--- src/rtl/filter_stream_resp_if.sv ---
// Response stream bundle between the filter streamer and a PE.
//
// Handshake: a beat moves on a rising clock edge where resp_valid and
// resp_ready are both 1. While resp_valid=1 and resp_ready=0 the master
// holds resp_valid, resp_data and resp_last unchanged. resp_valid never
// depends on resp_ready.
//
// Signals:
//   resp_valid - beat valid (master -> slave)
//   resp_data  - F*DATA_W bit beat payload (master -> slave)
//   resp_last  - final beat of the filter group (master -> slave)
//   resp_ready - slave can accept a beat (slave -> master)
interface filter_stream_resp_if #(
    parameter int F      = 4,
    parameter int DATA_W = 16
);
    logic                  resp_valid;
    logic [F*DATA_W-1:0]   resp_data;
    logic                  resp_last;
    logic                  resp_ready;

    modport master (
        output resp_valid,
        output resp_data,
        output resp_last,
        input  resp_ready
    );

    modport slave (
        input  resp_valid,
        input  resp_data,
        input  resp_last,
        output resp_ready
    );
endinterface

--- src/rtl/filter_stream_resp.sv ---
// Filter stream responder: on a PE request, reads one filter group from the
// filter SRAM and streams it back as response beats through a 2-entry FIFO.
//
// Ports:
//   clk                  - clock, rising edge
//   rst                  - synchronous active-low reset
//   req_filter_valid     - level request, held by the PE until finish
//   req_filter_k         - requested filter group
//   cfg_base_addr        - layer filter base address
//   cfg_beats_per_k      - beats per filter group
//   mem_rd_en/addr       - SRAM read strobe and address
//   mem_rd_data          - SRAM data, valid one cycle after mem_rd_en
//   resp                 - response stream (master side of the interface)
//   stream_filter_finish - one-cycle pulse when the group is complete
//   dbg_state            - current FSM state (0 IDLE,1 FETCH,2 DRAIN,3 DONE)
module filter_stream_resp #(
    parameter int F      = 4,
    parameter int DATA_W = 16,
    parameter int ADDR_W = 12,
    parameter int K_W    = 4,
    parameter int LEN_W  = 8
) (
    input  logic                  clk,
    input  logic                  rst,
    input  logic                  req_filter_valid,
    input  logic [K_W-1:0]        req_filter_k,
    input  logic [ADDR_W-1:0]     cfg_base_addr,
    input  logic [LEN_W-1:0]      cfg_beats_per_k,
    output logic                  mem_rd_en,
    output logic [ADDR_W-1:0]     mem_rd_addr,
    input  logic [F*DATA_W-1:0]   mem_rd_data,
    filter_stream_resp_if.master  resp,
    output logic                  stream_filter_finish,
    output logic [1:0]            dbg_state
);
    typedef enum logic [1:0] {
        S_IDLE  = 2'd0,
        S_FETCH = 2'd1,
        S_DRAIN = 2'd2,
        S_DONE  = 2'd3
    } state_t;

    localparam int PROD_W = K_W + LEN_W;
    localparam int CALC_W = (PROD_W > ADDR_W) ? PROD_W : ADDR_W;

    state_t                state;
    logic [LEN_W-1:0]      beats_q;
    logic [LEN_W-1:0]      beats_m1;
    logic [LEN_W-1:0]      issue_cnt;
    logic [LEN_W-1:0]      beat_cnt;
    logic [ADDR_W-1:0]     addr_q;
    logic                  inflight;
    logic                  finish_q;

    logic [F*DATA_W-1:0]   fifo_mem [2];
    logic                  wr_ptr;
    logic                  rd_ptr;
    logic [1:0]            fifo_cnt;

    logic [CALC_W-1:0]     start_sum;
    logic [ADDR_W-1:0]     start_addr;
    logic                  resp_valid_int;
    logic                  pop;
    logic                  push;
    logic [2:0]            eff_occ;
    logic                  rd_go;

    // Group start address; the sum is formed wide and then truncated.
    assign start_sum  = CALC_W'(cfg_base_addr)
                      + CALC_W'(req_filter_k) * CALC_W'(cfg_beats_per_k);
    assign start_addr = start_sum[ADDR_W-1:0];

    assign beats_m1       = beats_q - 1'b1;
    assign resp_valid_int = (fifo_cnt != 2'd0);
    assign pop            = resp_valid_int & resp.resp_ready;
    assign push           = inflight;

    // Occupancy excludes the entry leaving this cycle, so a read can be
    // issued every cycle while the PE keeps resp_ready high.
    assign eff_occ = {1'b0, fifo_cnt} - {2'b00, pop} + {2'b00, inflight};
    assign rd_go   = (state == S_FETCH) && (beats_q != '0) && (eff_occ < 3'd2);

    assign mem_rd_en   = rd_go;
    assign mem_rd_addr = rd_go ? addr_q : '0;

    assign resp.resp_valid = resp_valid_int;
    assign resp.resp_data  = resp_valid_int ? fifo_mem[rd_ptr] : '0;
    assign resp.resp_last  = resp_valid_int && (beat_cnt == beats_m1);

    assign stream_filter_finish = finish_q;
    assign dbg_state            = state;

    // FIFO storage carries no reset; emptiness is tracked by fifo_cnt.
    always_ff @(posedge clk) begin
        if (push) begin
            fifo_mem[wr_ptr] <= mem_rd_data;
        end
    end

    always_ff @(posedge clk) begin
        if (!rst) begin
            state     <= S_IDLE;
            beats_q   <= '0;
            issue_cnt <= '0;
            beat_cnt  <= '0;
            addr_q    <= '0;
            inflight  <= 1'b0;
            finish_q  <= 1'b0;
            wr_ptr    <= 1'b0;
            rd_ptr    <= 1'b0;
            fifo_cnt  <= 2'd0;
        end else begin
            finish_q <= 1'b0;
            // A read issued this cycle returns data on the next edge.
            inflight <= rd_go;

            if (push) begin
                wr_ptr <= ~wr_ptr;
            end
            if (pop) begin
                rd_ptr   <= ~rd_ptr;
                beat_cnt <= beat_cnt + 1'b1;
            end
            fifo_cnt <= fifo_cnt + {1'b0, push} - {1'b0, pop};

            if (rd_go) begin
                addr_q    <= addr_q + 1'b1;
                issue_cnt <= issue_cnt + 1'b1;
            end

            case (state)
                S_IDLE: begin
                    if (req_filter_valid) begin
                        addr_q    <= start_addr;
                        beats_q   <= cfg_beats_per_k;
                        issue_cnt <= '0;
                        beat_cnt  <= '0;
                        state     <= S_FETCH;
                    end
                end
                S_FETCH: begin
                    if (beats_q == '0) begin
                        state    <= S_DONE;
                        finish_q <= 1'b1;
                    end else if (rd_go && (issue_cnt == beats_m1)) begin
                        state <= S_DRAIN;
                    end
                end
                S_DRAIN: begin
                    if (pop && resp.resp_last) begin
                        state    <= S_DONE;
                        finish_q <= 1'b1;
                    end
                end
                S_DONE: begin
                    // Held request must drop before another is accepted.
                    if (!req_filter_valid) begin
                        state <= S_IDLE;
                    end
                end
                default: state <= S_IDLE;
            endcase
        end
    end
endmodule

--- src/flat_wrapper.sv ---
// flat-port wrapper written by rule: the top's interface ports become plain ports
module filter_stream_resp_flat 
#(
    parameter int F      = 4,
    parameter int DATA_W = 16,
    parameter int ADDR_W = 12,
    parameter int K_W    = 4,
    parameter int LEN_W  = 8
)
  (clk, rst, req_filter_valid, req_filter_k, cfg_base_addr, cfg_beats_per_k, mem_rd_en, mem_rd_addr, mem_rd_data, stream_filter_finish, dbg_state, resp_resp_valid, resp_resp_data, resp_resp_last, resp_resp_ready);
  filter_stream_resp_if #(.F(F), .DATA_W(DATA_W)) resp_i ();
  input  logic clk;
  input  logic rst;
  input  logic req_filter_valid;
  input  logic [K_W-1:0] req_filter_k;
  input  logic [ADDR_W-1:0] cfg_base_addr;
  input  logic [LEN_W-1:0] cfg_beats_per_k;
  output logic mem_rd_en;
  output logic [ADDR_W-1:0] mem_rd_addr;
  input  logic [F*DATA_W-1:0] mem_rd_data;
  output logic stream_filter_finish;
  output logic [1:0] dbg_state;
  output wire logic [$bits(resp_i.resp_valid)-1:0] resp_resp_valid;
  output wire logic [$bits(resp_i.resp_data)-1:0] resp_resp_data;
  output wire logic [$bits(resp_i.resp_last)-1:0] resp_resp_last;
  input wire logic [$bits(resp_i.resp_ready)-1:0] resp_resp_ready;
  assign resp_resp_valid = resp_i.resp_valid;
  assign resp_resp_data = resp_i.resp_data;
  assign resp_resp_last = resp_i.resp_last;
  assign resp_i.resp_ready = resp_resp_ready;
  filter_stream_resp #(.F(F), .DATA_W(DATA_W), .ADDR_W(ADDR_W), .K_W(K_W), .LEN_W(LEN_W)) u_core (.clk(clk), .rst(rst), .req_filter_valid(req_filter_valid), .req_filter_k(req_filter_k), .cfg_base_addr(cfg_base_addr), .cfg_beats_per_k(cfg_beats_per_k), .mem_rd_en(mem_rd_en), .mem_rd_addr(mem_rd_addr), .mem_rd_data(mem_rd_data), .resp(resp_i), .stream_filter_finish(stream_filter_finish), .dbg_state(dbg_state));
endmodule
--- config.mk ---
export PLATFORM = sky130hd
export DESIGN_NAME = filter_stream_resp_flat
export DESIGN_NICKNAME = d
export VERILOG_FILES = /design/src/rtl/filter_stream_resp_if.sv /design/src/rtl/filter_stream_resp.sv /design/src/flat_wrapper.sv
export SDC_FILE = /design/constraint.sdc
export NUM_CORES = 1
export LEC_CHECK = 0
export CORE_ASPECT_RATIO = 0.75
export CORE_MARGIN = 5
export CORE_UTILIZATION = 52
export DETAILED_ROUTE_END_ITERATION = 8
export GPL_TIMING_DRIVEN = 0
export PLACE_DENSITY = 0.8
export SKIP_LAST_GASP = 1
export SLEW_MARGIN = 20
export SYNTH_ARGS = -nofsm -noshare
export SYNTH_HDL_FRONTEND = slang
export SYNTH_SLANG_ARGS = --single-unit
--- constraint.sdc ---
create_clock -name clk -period 6.04 [get_ports clk]
set_input_delay 1.208 -clock clk [delete_from_list [all_inputs] [get_ports clk]]
set_output_delay 1.208 -clock clk [all_outputs]
set_load 0.05 [all_outputs]
==> results.tsv, run 1 <==
metric	value	unit
status	finished, final reports clean	
met1_length	8.55	mm
first_pass_iters	5	
cts_sinks	173	
route.met2.wl	9.22	mm
cts.clk_slew.worst_paths	0.07	ns
synth-async-reset-ratio	0	%
slew_viol_final	0	
yosysMostFrequentCell	edfxtp_1	
fin_total_pwr	0.00519	W
chipWidth	160	µm
fmax	0.171	GHz
cts_root_buf	clkbuf_16	
layout.nets	1082	
num_rows	41	
synth.avg_cell_area	11.8	µm²
fin_cells	1165	
worstPathArrival	4.64	ns
wl_per_cell	16.5	µm
grt_use_total	19.6	%
grt_start_max_net_pins	46	
netlist_area	8740	µm²
io_pins	174	
cp-end-kind	output pin	
cts_max_level	4	
fillers	1210	
irDropWorstVdd	0.282	mV
setup_viol	0	
ys_types	56	
die_h	122	µm
grt_pass1_vias	5878	
slew-limit-headroom	49.2	%
grt_pass1_wl	30.2	mm
synth_top_area_cell	edfxtp_1	
cts_buffer_depth	2	
cts_setup_buffers	0	
netlist_top_cells_count	edfxtp_1, nor2_1, mux2i_1, inv_1, nand2_1	
dpl.hpwl	14.3	mm
highest_layer	met4	
timing.final.hold_violations	0	
synth_cells	743	
leakagePower	4.25	nW
worst_ep_required_time	4.83	ns
setup_slack	0.195	ns
cts_tree	done	
dpl.cell_count	1133	
worst_clock_skew	0.0116	ns
worst_slew_pin_slew	0.762	ns
yosysTopAreaCellShare	44.0	%
start_util	52.4	%
fin_crit	5.85	ns
gp_congestion	0.830	
synthToLayoutAreaGrowth	30.5	%
worstHoldPathType	flop to flop	
die-area	19500	µm²
finalWirelength	19.3	mm
ys_ff_latch	173	
cap_viol_max_count	0	
fin_crit_sh	96.8	%
core_area	16700	µm²
clock_latency	0.42	ns
p_per_area	454	nW/µm²
ant_nets	0	
yosys-top-cells-area	edfxtp_1, dfxtp_1, mux2i_1, fa_1, ha_1	
worstSetupPathType	primary input to output pin	
met3_length	1.08	mm
grt_setup_unrepaired	no	
io_buffers	172	
dp_slack	-0.0467	ns
cts_buffers	17	
synth_flop_cell	edfxtp_1	
vias	6079	
synth_nets	888	
start_kind	primary input	
synth_warnings	0	
drc_errors	0	
ys_seq_area_share	54.3	%
drt_iter0_markers	444	
synth_edf_count	128	
drive_above_1_share	5.90	%
grt_overflow_total	0	
antenna_found_initial	0	
via_per_inst	5.22	
worst_hold_slack	0.520	ns
crit_fanout	10	
-- placed cells by master, fill, tap and decap left out, drive strengths merged, types with 4 or more instances in the layout --
master / count
nand4: 9
nor2: 100
or3: 4
a21oi: 19
mux2i: 68
edfxtp: 128
o211a: 7
xor2: 24
buf: 13
clkdlybuf4s50: 171
and3: 7
o21ai: 13
xnor2: 29
o21a: 5
nand2: 56
clkinv: 4
ha: 31
inv: 65
nor3: 8
and2: 44
dfxtp: 45
nand3: 6
fa: 22
clkbuf: 36
-- critical path, stage by stage --
cell and delay (ns):
clkdlybuf4s50_1 0.47, nand2_1 0.11, inv_1 0.19, ha_1 0.26
inv_1 0.06, ha_1 0.12, inv_1 0.04, fa_1 0.37
xnor2_1 0.15, o2111a_2 0.35, buf_2 0.31, and2_1 0.18
clkdlybuf4s50_1 0.80
-- cells by family (layout without fill, tap and decap cells) --
logic type / after synthesis / count (layout) / share of synthesized area [%]
simple gates: 246 / 246 / 13.6
flops: 173 / 173 / 54.3
buf+inv: 88 / 294 / 4.15
mux: 69 / 69 / 7.91
compound gates: 61 / 61 / 4.97
fa+ha+maj: 53 / 53 / 9.47
xor+xnor: 53 / 53 / 5.61
other cells: 0 / 1 / 0
-- metrics by stage --
stage / area, µm² / TNS [ns] / util, %
5_1_grt: 11400 / 0 / 68.4
2_1_floorplan: 8740 / 0 / -
3_3_place_gp: 10700 / -0.0843 / 64.4
6_report: 11400 / 0 / 68.4
3_5_place_dp: 10800 / -0.0832 / 64.9
4_1_cts: 11400 / 0 / 68.4
-- flip-flops by register name (all words and copies together) (netlist names), 2 cells and up, named ones only --
register          cells
u_core.fifo_mem     128
u_core.dbg_state      2
u_core.beat_cnt       8
u_core.beats_q        8
u_core.issue_cnt      8
u_core.addr_q        12
u_core.fifo_cnt       2
-- power breakdown --
| group | switching, W | total (W) | internal, W | leakage, nW |
|---|---|---|---|---|
| clock network | 0.000459 | 0.00108 | 0.000617 | 0.282 |
| registers | 0.0000896 | 0.00152 | 0.00143 | 1.52 |
| logic | 0.00167 | 0.00259 | 0.000917 | 2.45 |
-- layer usage --
metal / vias to the layer above / global-route usage, %
met5: - / 0
met4: 0 / 6.72
met3: 26 / 3.19
met2: 184 / 32.4
met1: 2923 / 26.9
li1: 2946 / -
-- worst paths after layout --
kind / slack (ns) / cells past startpoint / endpoint / from
setup / recovery: 0.19 / 13 / mem_rd_addr[11] / resp_resp_ready
hold / removal: 0.52 / 2 / u_core.issue_cnt[7] / u_core.issue_cnt[7]
setup reg to reg: 2.47 / 15 / u_core.dbg_state[0] / u_core.fifo_cnt[1]
hold reg to reg: 0.52 / 2 / u_core.issue_cnt[7] / u_core.issue_cnt[7]
-- area by class of cell --
class / count / area (µm²) / area share (%)
Clock buffer: 17 / 425 / 3.73
Timing Repair Buffer: 175 / 1800 / 15.8
Clock inverter: 14 / 159 / 1.39
Multi-Input combinational cell: 482 / 3650 / 32.0
Inverter: 59 / 221 / 1.94
Antenna cell: 1 / 2.50 / 0.0219
Sequential cell: 173 / 4740 / 41.6
Tap cell: 215 / 269 / 2.36
Buffer: 29 / 144 / 1.26
-- repair_timing --
item                       CTS  global route
resized for setup            2             1
hold buffers                 0             0
setup endpoints to repair    5             1
gates cloned                 0             0
Power figures use the tool's default switching activity.
==> run 2: changes to the inputs <==
--- a/config.mk
+++ b/config.mk
@@ -7,10 +7,11 @@
 export LEC_CHECK = 0
 export CORE_ASPECT_RATIO = 0.75
 export CORE_MARGIN = 5
-export CORE_UTILIZATION = 52
+export CORE_UTILIZATION = 54
+export CTS_BUF_LIST = sky130_fd_sc_hd__clkbuf_8
 export DETAILED_ROUTE_END_ITERATION = 8
 export GPL_TIMING_DRIVEN = 0
-export PLACE_DENSITY = 0.8
+export PLACE_DENSITY = 0.83
 export SKIP_LAST_GASP = 1
 export SLEW_MARGIN = 20
 export SYNTH_ARGS = -nofsm -noshare
==> run 2 against run 1 <==
  * Maximum frequency up 1.7%
  * Total power down 5.9%
  * Largest power group unchanged
  * Die area down 3.4%
  * First-iteration DRC count up 17%
  * Register-to-register slack worse by 0.10 ns
  * Clock power down 29%
==> results.tsv, run 2 (synthesis results as in run 1) <==
metric	value	unit
worst_slew_pin_slew	0.758	ns
grt_start_max_net_pins	43	
start_kind	primary input	
irDropWorstVdd	0.246	mV
vias	6084	
grt_setup_unrepaired	no	
die-area	18900	µm²
cts_tree	done	
worstHoldPathType	flop to flop	
timing.final.hold_violations	0	
worstPathArrival	4.54	ns
slowest_delay	0.84	ns
setup_tns	0	ns
cp_cell_sequence	clkdlybuf4s50_1 -> nand2_1 -> inv_1 -> ha_1 -> inv_1 -> ha_1 -> inv_1 -> fa_1 -> xnor2_1 -> o2111a_2 -> clkbuf_2 -> clkdlybuf4s50_1	
dpl.cell_count	1128	
ant_nets	0	
largest_register	u_core.fifo_mem	
setup_viol	0	
status	finished, final reports clean	
synthToLayoutAreaGrowth	28.2	%
io_pins	174	
fin_crit	5.75	ns
first_pass_iters	7	
leakagePower	4.34	nW
p_per_area	435	nW/µm²
crit_family	buffers and inverters	
slew_viol_final	0	
grt_pass1_vias	5947	
drt_iter0_markers	520	
dpl.hpwl	14.7	mm
cp-end-kind	output pin	
num_rows	40	
finalWirelength	19.6	mm
cts_max_level	4	
cts_root_buf	clkbuf_8	
final_cell_mix	clkdlybuf4s50_1, edfxtp_1, nor2_1	
placed_cell_area	10800	µm²
diodes	0	
cts_hold_buf	0	
largest_reg_flops	128	
clock_latency	0.46	ns
cts.clk_slew.worst_paths	0.09	ns
io_buffers	172	
fin_cells	1160	
fmax	0.174	GHz
drc_errors	0	
fin_area	11200	µm²
drive_above_1_share	6.00	%
start_util	54.8	%
wl_per_cell	16.9	µm
crit_fanout	11	
worst_clock_skew	0.0203	ns
final_common_cell	clkdlybuf4s50_1	
cts_buffer_depth	2	
cts_sinks	173	
grt_pass1_wl	31.0	mm
cpMostUsedCell	inv_1	
grt_overflow_total	0	
layout.nets	1082	
cap_viol_max_count	0	
die_h	120	µm
worst_hold_slack	0.516	ns
via_per_inst	5.24	
top_regs	u_core.fifo_mem x128, u_core.addr_q x12	
antenna_found_initial	0	
core_area	16000	µm²
worst_ep_required_time	4.83	ns
slew-limit-headroom	49.5	%
worstSetupPathType	primary input to output pin	
path_buf_inv	6	
cts_buffers	17	
grt_use_total	21.0	%
chipWidth	157	µm
fin_crit_sh	95.1	%
critPathSlowestCell	clkdlybuf4s50_1	
gp_congestion	0.850	
==> run 2: changes by cell type in the layout (fill, tap and decap cells not counted), sizes merged <==
cell and delta:
clkinvlp -2, clkdlybuf4s50 -11, clkinv +1, inv +4, bufinv -2, dlygate4sd2 +2
diode -1, dlymetal6s2s +9
==> run 2: area by class of cell <==
class,instances,area [µm²]
fill,1149,4760
sequential,173,4740
multi-input combinational,482,3650
timing repair buffer,175,1810
tap,210,263
clock buffer,17,234
inverter,59,221
buffer,29,144
clock inverter,15,143
==> run 2: through the flow <==
| step | util, % | setup WS, ns | power [W] |
|---|---|---|---|
| finish | 70.2 | 0.294 | 0.00488 |
| global route | 70.2 | 0.122 | 0.00515 |
| CTS | 70.0 | 0.103 | 0.00490 |
| detailed placement | 67.7 | -0.123 | 0.00413 |
| global placement | 67.2 | -0.0955 | 0.00408 |
| floorplan | - | 0.950 | 0.00332 |
==> run 2: worst paths after layout <==
kind	depth (start not counted)	from	to	slack (ns)
hold / removal	2	u_core.beat_cnt[1]	u_core.beat_cnt[1]	0.52
hold reg to reg	2	u_core.beat_cnt[1]	u_core.beat_cnt[1]	0.52
setup reg to reg	15	u_core.fifo_cnt[1]	u_core.dbg_state[0]	2.37
setup / recovery	12	resp_resp_ready	mem_rd_en	0.29
==> run 2: timing repair <==
item                                    in CTS  in global routing
setup buffers                                0                  0
resized for setup                            4                 10
endpoints found under the setup margin      12                 10
==> run 2: routing by layer <==
layer	vias up	part of all wire [%]	global-route usage, %
li1	2946	-	-
met1	2931	43	28.7
met2	176	49	33.7
met3	31	6.1	3.94
met4	0	2.2	7.48
met5	-	0	0
==> run 2: worst min-delay path, stage by stage, from the launching register on <==
cell and delay, ns:
dfxtp_1 0.35, nand2_1 0.07, a21oi_1 0.06
==> run 2: where the power goes <==
group / internal (W) / total, W / switching, W
combinational: 0.000915 / 0.00259 / 0.00168
sequential: 0.00143 / 0.00152 / 0.0000903
clock: 0.000307 / 0.000763 / 0.000456
total: 0.00265 / 0.00488 / 0.00223
==> run 3: changes to the inputs <==
--- a/config.mk
+++ b/config.mk
@@ -8,10 +8,11 @@
 export CORE_ASPECT_RATIO = 0.75
 export CORE_MARGIN = 5
 export CORE_UTILIZATION = 54
-export CTS_BUF_LIST = sky130_fd_sc_hd__clkbuf_8
+export CTS_BUF_LIST = sky130_fd_sc_hd__clkbuf_2
 export DETAILED_ROUTE_END_ITERATION = 8
 export GPL_TIMING_DRIVEN = 0
-export PLACE_DENSITY = 0.83
+export PLACE_DENSITY_LB_ADDON = 0.15
+export REMOVE_ABC_BUFFERS = 1
 export SKIP_LAST_GASP = 1
 export SLEW_MARGIN = 20
 export SYNTH_ARGS = -nofsm -noshare
==> run 3 against run 2 <==
  * Non-clock buffer count decreased by 23
  * Clock skew about the same
  * Total power down 3.2%
  * Combinational power about the same
  * Sequential share of layout area is 0.58 points higher
  * Critical path type unchanged
  * Worst hold slack gained 0.018 ns
  * Largest power group unchanged
==> results.tsv, run 3 (synthesis results as in run 1) <==
metric	value	unit
grt_pass1_vias	6122	
chipWidth	157	µm
p_per_area	427	nW/µm²
cts_buffer_depth	2	
worstSetupPathType	primary input to output pin	
drc_errors	0	
ant_nets	0	
dp_slack	0.0255	ns
cts_tree	done	
hold_start	u_core.issue_cnt[7]	
rr_startpoint	u_core.fifo_cnt[1]	
worst_ep_required_time	4.83	ns
fin_crit	5.80	ns
num_rows	40	
post-route-util	69.3	%
setup_slack	0.239	ns
antenna_found_initial	0	
wl_per_cell	16.7	µm
fin_cells	1137	
synthToLayoutAreaGrowth	26.5	%
start_util	54.8	%
grt_overflow_total	0	
slew-limit-headroom	45.1	%
fmax	0.172	GHz
worstHoldPathType	flop to flop	
status	finished, final reports clean	
setup_viol	0	
diodes	0	
top_regs	u_core.fifo_mem x128, u_core.addr_q x12	
grt_pass1_wl	30.3	mm
crit_fanout	13	
via_per_inst	5.25	
cts.clk_slew.worst_paths	0.23	ns
gp_congestion	0.824	
grt_use_total	20.4	%
core_area	16000	µm²
finalWirelength	19.0	mm
fin_area	11100	µm²
startpoint	resp_resp_ready	
clock_latency	0.72	ns
slew_viol_final	0	
cts_root_buf	clkbuf_2	
cts_buffers	17	
first_pass_iters	5	
fin_crit_sh	96.0	%
drive_above_1_share	6.26	%
start_kind	primary input	
die-area	18900	µm²
worstPathArrival	4.59	ns
irDropWorstVdd	0.297	mV
grt_setup_unrepaired	no	
io_buffers	173	
fillers	1168	
dpl.hpwl	13.9	mm
die_h	120	µm
grt_start_max_net_pins	36	
worst_clock_skew	0.0202	ns
vias	5971	
cts_max_level	4	
cts_hold_buf	0	
cts_sinks	173	
timing.final.hold_violations	0	
final_common_cell	clkdlybuf4s50_1	
cp-end-kind	output pin	
leakagePower	4.25	nW
io_pins	174	
layout.nets	1060	
cap_viol_max_count	0	
dpl.cell_count	1104	
placed_cell_area	10800	µm²
final_cell_mix	clkdlybuf4s50_1, edfxtp_1, nor2_1	
worst_slew_pin_slew	0.821	ns
largest_reg_flops	128	
largest_register	u_core.fifo_mem	
drt_iter0_markers	408	
-- run 3: changes by cell type in the layout (fill, tap and decap cells not counted), moves of 3 or more --
cell | previous run | this run
clkdlybuf4s50_1 | 160 | 164
buf_16 | 1 | 6
clkinvlp_4 | 0 | 4
buf_6 | 3 | 0
inv_8 | 5 | 1
buf_1 | 6 | 0
clkbuf_8 | 18 | 0
clkbuf_1 | 17 | 0
clkbuf_2 | 1 | 17
-- run 3: final timing paths --
check	endpoint	slack, ns	cells after the start
hold reg to reg	u_core.issue_cnt[7]	0.53	2
hold / removal	u_core.issue_cnt[7]	0.53	2
setup reg to reg	u_core.dbg_state[0]	1.77	16
setup / recovery	mem_rd_addr[4]	0.24	12
-- run 3: final cells by class --
cell class | count | area [µm²] | area share, %
Tap cell | 210 | 263 | 2.38
Sequential cell | 173 | 4750 | 42.9
Clock buffer | 17 | 85.1 | 0.769
Timing Repair Buffer | 181 | 1950 | 17.6
Multi-Input combinational cell | 483 | 3660 | 33.1
Clock inverter | 14 | 134 | 1.21
Inverter | 59 | 221 | 2.00
-- run 3: through the flow --
step	power (W)	setup TNS, ns	hold slack, ns
finish	0.00472	0	0.533
global route	0.00499	0	0.561
CTS	0.00476	0	0.541
detailed placement	0.00417	0	0.510
global placement	0.00409	-59.16	0.495
floorplan	0.00331	-16.19	0.477
-- run 3: report_power, final --
part	switching [W]	internal [W]
sequential	0.000139	0.00143
combinational	0.00162	0.000974
clock	0.000409	0.000154
-- run 3: metal layers --
layer	vias up	part of all wire (%)	global-route usage, %
li1	2898	-	-
met1	2884	43	26.2
met2	164	50	34.6
met3	25	5.7	4.19
met4	0	1.9	6.83
met5	-	0	0
-- run 3: timing repair --
action | CTS | global route
setup endpoints to repair | 13 | 9
cloned | 1 | 0
gates resized for setup | 0 | 9
pin swaps | 2 | 0
buffers inserted | 1 | 0
-- run 3: worst max-delay path: stages --
cell and delay, ns:
clkdlybuf4s50_1 0.47, nand2_1 0.13, inv_1 0.22, ha_1 0.28
inv_1 0.07, ha_1 0.14, inv_1 0.05, fa_1 0.37
xnor2_1 0.24, o2111a_2 0.41, and2_1 0.19, clkdlybuf4s50_1 0.80
